==> src/rtl/gf2_31_prng_seq.sv <==
// GF(2^31) PRNG sequencer: next state = state * MULT mod h(x), computed bit-serially
// MSB-first (Horner), one shift-and-reduce step per clock.
module gf2_31_prng_seq #(
  parameter int               WIDTH    = 31,
  parameter logic [WIDTH-1:0] POLY_LOW = 31'h0000_2109,
  parameter logic [WIDTH-1:0] MULT     = 31'h0000_0002
) (
  input  logic             clk,
  input  logic             rst,
  input  logic             seed_load,
  input  logic [WIDTH-1:0] seed_in,
  input  logic             req,
  output logic             ready,
  output logic             out_valid,
  output logic [WIDTH-1:0] rand_out,
  output logic             seed_zero
);

  localparam int         CNT_W   = 5;
  localparam logic [0:0] ST_IDLE = 1'b0;
  localparam logic [0:0] ST_MUL  = 1'b1;
  localparam logic [CNT_W-1:0] CNT_TOP = CNT_W'(WIDTH - 1);

  logic [0:0]       fsm_reg;
  logic [WIDTH-1:0] state_reg;
  logic [WIDTH-1:0] acc_reg;
  logic [CNT_W-1:0] cnt_reg;
  logic [WIDTH-1:0] rand_out_reg;
  logic             out_valid_reg;
  logic             seed_zero_reg;

  logic [WIDTH:0]   acc_shifted;
  logic [WIDTH-1:0] acc_reduced;
  logic [WIDTH-1:0] acc_next;
  logic             seed_is_zero;
  logic [WIDTH-1:0] seed_fixed;

  // One Horner step: multiply the running product by x, fold x^31 back via h(x),
  // then add the state if the current generator coefficient is set.
  always_comb begin
    acc_shifted  = {acc_reg, 1'b0};
    acc_reduced  = acc_shifted[WIDTH] ? (acc_shifted[WIDTH-1:0] ^ POLY_LOW)
                                      : acc_shifted[WIDTH-1:0];
    acc_next     = acc_reduced ^ (MULT[cnt_reg] ? state_reg : '0);
    seed_is_zero = (seed_in == '0);
    seed_fixed   = seed_is_zero ? WIDTH'(1) : seed_in;
  end

  always_ff @(posedge clk or posedge rst) begin
    if (rst) begin
      fsm_reg       <= ST_IDLE;
      state_reg     <= WIDTH'(1);
      acc_reg       <= '0;
      cnt_reg       <= '0;
      rand_out_reg  <= '0;
      out_valid_reg <= 1'b0;
      seed_zero_reg <= 1'b0;
    end else begin
      out_valid_reg <= 1'b0;
      seed_zero_reg <= 1'b0;
      if (seed_load) begin
        // Seeding wins in any state and abandons an in-flight product.
        state_reg     <= seed_fixed;
        seed_zero_reg <= seed_is_zero;
        fsm_reg       <= ST_IDLE;
      end else begin
        case (fsm_reg)
          ST_IDLE: begin
            if (req) begin
              acc_reg <= '0;
              cnt_reg <= CNT_TOP;
              fsm_reg <= ST_MUL;
            end
          end
          default: begin
            acc_reg <= acc_next;
            if (cnt_reg == '0) begin
              state_reg     <= acc_next;
              rand_out_reg  <= acc_next;
              out_valid_reg <= 1'b1;
              fsm_reg       <= ST_IDLE;
            end else begin
              cnt_reg <= cnt_reg - 1'b1;
            end
          end
        endcase
      end
    end
  end

  assign ready     = (fsm_reg == ST_IDLE);
  assign out_valid = out_valid_reg;
  assign rand_out  = rand_out_reg;
  assign seed_zero = seed_zero_reg;

endmodule

==> config.mk <==
export PLATFORM = sky130hd
export DESIGN_NAME = gf2_31_prng_seq
export DESIGN_NICKNAME = d
export VERILOG_FILES = /design/src/rtl/gf2_31_prng_seq.sv
export SDC_FILE = /design/constraint.sdc
export NUM_CORES = 1
export LEC_CHECK = 0
export BUFFER_PORTS_ARGS = -buffer_cell sky130_fd_sc_hd__buf_4
export CELL_PAD_IN_SITES_DETAIL_PLACEMENT = 1
export CELL_PAD_IN_SITES_GLOBAL_PLACEMENT = 1
export CORE_ASPECT_RATIO = 2
export CORE_MARGIN = 1
export CORE_UTILIZATION = 30
export CTS_BUF_LIST = sky130_fd_sc_hd__clkbuf_16
export DETAILED_ROUTE_END_ITERATION = 12
export PLACE_DENSITY = 0.58
export SETUP_SLACK_MARGIN = 0.4
export SYNTH_ARGS = -nofsm -noshare
export SYNTH_HDL_FRONTEND = slang
export SYNTH_SLANG_ARGS = --single-unit
==> constraint.sdc <==
create_clock -name clk -period 4.3 [get_ports clk]
set_clock_uncertainty 0.1 [all_clocks]
set_input_delay 0.645 -clock clk [delete_from_list [all_inputs] [get_ports clk]]
set_output_delay 0.645 -clock clk [all_outputs]
set_load 0.01 [all_outputs]
==> flow_summary_export.csv <==
group,metric,value,unit
sta,finalHoldViolCount,0,
grt,grt_remaining_overflow,0,
sta,grt_setup_unrepaired,"false",
cells_and_area,area_occupied_by_multi_input_gates,0.002232,sq mm
sta,fin_crit,2.443,ns
floorplan,floorplan.die_area,0.01700,sq mm
clocking,postCtsSetupBuffers,0,
synth,cells_after_synthesis,544,
detailed_routing,routed_wl,14020,um
sta,worst-slew-pin-transition,1.075,ns
placed_design,dp_worst_setup_slack,1.822,ns
detailed_routing,detail_route.vias_per_cell,5.109,
cells_and_area,most_common_cell_after_layout_fill_and_taps_aside,"sky130_fd_sc_hd__nand2_1",
synth,portion_of_the_post_synthesis_area_used_by_sequential_elements,0.5123,
floorplan,top_level_pins,69,
detailed_routing,postRouteAntennaNets,0,
placed_design,place_hpwl,9713,um
grt,grt_antenna_before_repair,0,
setup_path,worstPathArrival,2.54,ns
power_and_ir_drop,combPwrFrac,0.109,
sta,drv_slew,0,
clocking,holdBufCountCts,0,
cells_and_area,area_growth_from_synthesis_to_layout,19.21,%
sta,max_freq,409.4,MHz
setup_path,cp-end-kind,"register",
clocking,clk_root_buffer_cell,"sky130_fd_sc_hd__clkbuf_16",
sta,finalSetupViolations,0,
power_and_ir_drop,power.switching_fraction,0.2687,
power_and_ir_drop,cellPowerDensity,348.7,mW/mm^2
power_and_ir_drop,clockPowerShare,0.379,
worst_hold_path,timing.hold.worst.class,"in -> async",
status,status,"finished clean",
synth,synth_flop_cell,"sky130_fd_sc_hd__dfrtp_1",
power_and_ir_drop,vdd_drop_max,154.9,uV
floorplan,floorplan.initialDensity,0.3050,
grt,first_global_vias,4451,
sta,max-slew-margin-rel,0.2835,
power_and_ir_drop,p_switching,551.2,uW
sta,final.hold.worst_slack,0.3175,ns
placed_design,finalWeightedCongestion,0.7736,
grt,grt_util_all_layers,0.1791,
setup_path,critical_path.startpoint_type,"register",
floorplan,rows,66,
power_and_ir_drop,power.leakage,2.561,nW
synth,syn_nets,581,
clocking,clock_sinks,101,
grt,grt_max_degree,65,
flow_run,cap_violations,0,
synth,netlist_area,0.004936,sq mm
sta,timing.final.ws_setup,1.857,ns
setup_path,worst-path-max-fanout,14,
clocking,cts_inserted_buffers,9,
floorplan,die_height,183.4,um
detailed_routing,drt_pass1_iterations,4,
power_and_ir_drop,power.sequential.fraction,0.512,
cells_and_area,finish.utilization,0.3636,
synth,mapped_avg_cell_area,9.074,sq um
setup_path,criticalPathCategory,"reg -> reg",
synth,synth_cell_types,37,
synth,synth-warning-count,0,
cells_and_area,finish.net_count,632,
cells_and_area,fillerInstances,1944,
clocking,cts-resized-gates,0,
clocking,cts.reportedPaths.clkPinSlew,0.08,ns
floorplan,die_width,92.70,um
synth,async_flop_share,1.000,
grt,grt_first_pass_wirelength,23380,um
cells_and_area,area.sequential,0.002529,sq mm
detailed_routing,routed_wire_length_per_instance,17.44,um
placed_design,place.port_buffers,68,
floorplan,core-area,0.01619,sq mm
clocking,clkLatencyLatePin,0.36,ns
clocking,tritoncts,"done",
sta,timing.final.crit_share,0.5681,
clocking,clockBufferDepth,2,
detailed_routing,drcViolationCount,0,
synth,synth-edff-count,0,
power_and_ir_drop,power_report.internal_total,1.501,mW
cells_and_area,most-common-layout-cells,"sky130_fd_sc_hd__nand2_1, sky130_fd_sc_hd__dfrtp_1, sky130_fd_sc_hd__buf_4",
sta,finalSetupTns,0,ns
clocking,htree_num_levels,3,
detailed_routing,drtIter0Drc,126,
cells_and_area,layout-drive-gt1-share,0.1667,
setup_path,required,4.40,ns
detailed_routing,routed-via-count,4108,
synth,postSynthRegisterBits,101,
cells_and_area,n_antenna_cell,0,
## cell usage after synthesis, types with 3 or more instances
cell / n / area [sq um]
sky130_fd_sc_hd__buf_2: 22 / 110.1
sky130_fd_sc_hd__o21ai_1: 40 / 200.2
sky130_fd_sc_hd__o22ai_1: 14 / 87.58
sky130_fd_sc_hd__o31ai_1: 15 / 112.6
sky130_fd_sc_hd__nor2_1: 3 / 11.26
sky130_fd_sc_hd__xor2_1: 35 / 306.5
sky130_fd_sc_hd__nor4_1: 7 / 43.79
sky130_fd_sc_hd__dfrtp_1: 100 / 2502
sky130_fd_sc_hd__nand2_1: 158 / 593.1
sky130_fd_sc_hd__clkbuf_1: 10 / 37.54
sky130_fd_sc_hd__mux2i_1: 16 / 160.2
sky130_fd_sc_hd__a21oi_1: 31 / 155.2
sky130_fd_sc_hd__inv_1: 6 / 22.52
sky130_fd_sc_hd__a21o_1: 16 / 120.1
sky130_fd_sc_hd__o21ai_0: 41 / 205.2
## per-stage QoR
stage	instance area, sq um	instances	power [mW]
global placement	5612	788	1.287
detailed placement	5612	788	1.299
finish	5884	804	2.052
CTS	5884	804	2.087
global route	5884	804	2.149
floorplan	4936	544	1.180
## cell families after synthesis
logic type | Yosys count | synth area share
AND/OR/NAND/NOR | 184 | 0.1592
flip-flops | 101 | 0.5123
adder cells (fa/ha/maj) | 2 | 0.005069
multiplexers | 16 | 0.03245
XOR/XNOR | 35 | 0.06210
AO/OA/AOI/OAI | 164 | 0.1891
buffers and inverters | 42 | 0.03980
## power by group through the flow
stage,Clock (mW),Combinational [mW],Sequential [mW]
floorplan,0,0.113,1.07
global placement,0,0.222,1.07
detailed placement,0,0.229,1.07
CTS,0.806,0.230,1.05
global route,0.839,0.250,1.06
finish,0.777,0.223,1.05
## area by class of cell
class,count,area share
repair buffers,76,0.09696
inverters,6,0.004253
well taps,204,0.04338
flip-flops and latches,101,0.4297
clock buffers,9,0.03827
multi-input cells,401,0.3793
clock inverters,7,0.008080
## worst max-delay path, stage by stage (launching register included)
cell and delay (ns):
sky130_fd_sc_hd__dfrtp_1 0.40, sky130_fd_sc_hd__inv_1 0.08, sky130_fd_sc_hd__ha_1 0.35, sky130_fd_sc_hd__nor2b_1 0.20, sky130_fd_sc_hd__buf_4 0.29, sky130_fd_sc_hd__nand2_1 0.45
sky130_fd_sc_hd__o22ai_1 0.29, sky130_fd_sc_hd__o31ai_1 0.11
## per-layer routing
layer / global-route usage / vias to the layer above / part of all wire
met3: 0.02778 / 22 / 0.030
met1: 0.2039 / 2052 / 0.40
met4: 0.07938 / 0 / 0.027
met5: 0 / - / 0
met2: 0.3247 / 78 / 0.54
li1: - / 1956 / -
## worst paths after layout
path / slack (ns) / startpoint / cells after the start / end
worst max-delay path: 1.86 / cnt_reg[1] / 7 / state_reg[10]
worst min-delay path: 0.32 / rst / 2 / rand_out[3]
worst max register to register: 1.86 / cnt_reg[1] / 7 / state_reg[10]
worst min register to register: 0.38 / rand_out[2] / 2 / rand_out[2]
max in group asynchronous: 2.91 / rst / 3 / rand_out[22]
min in group clk: 0.38 / rand_out[2] / 2 / rand_out[2]
Note: power is estimated with default switching activity, not from simulation.
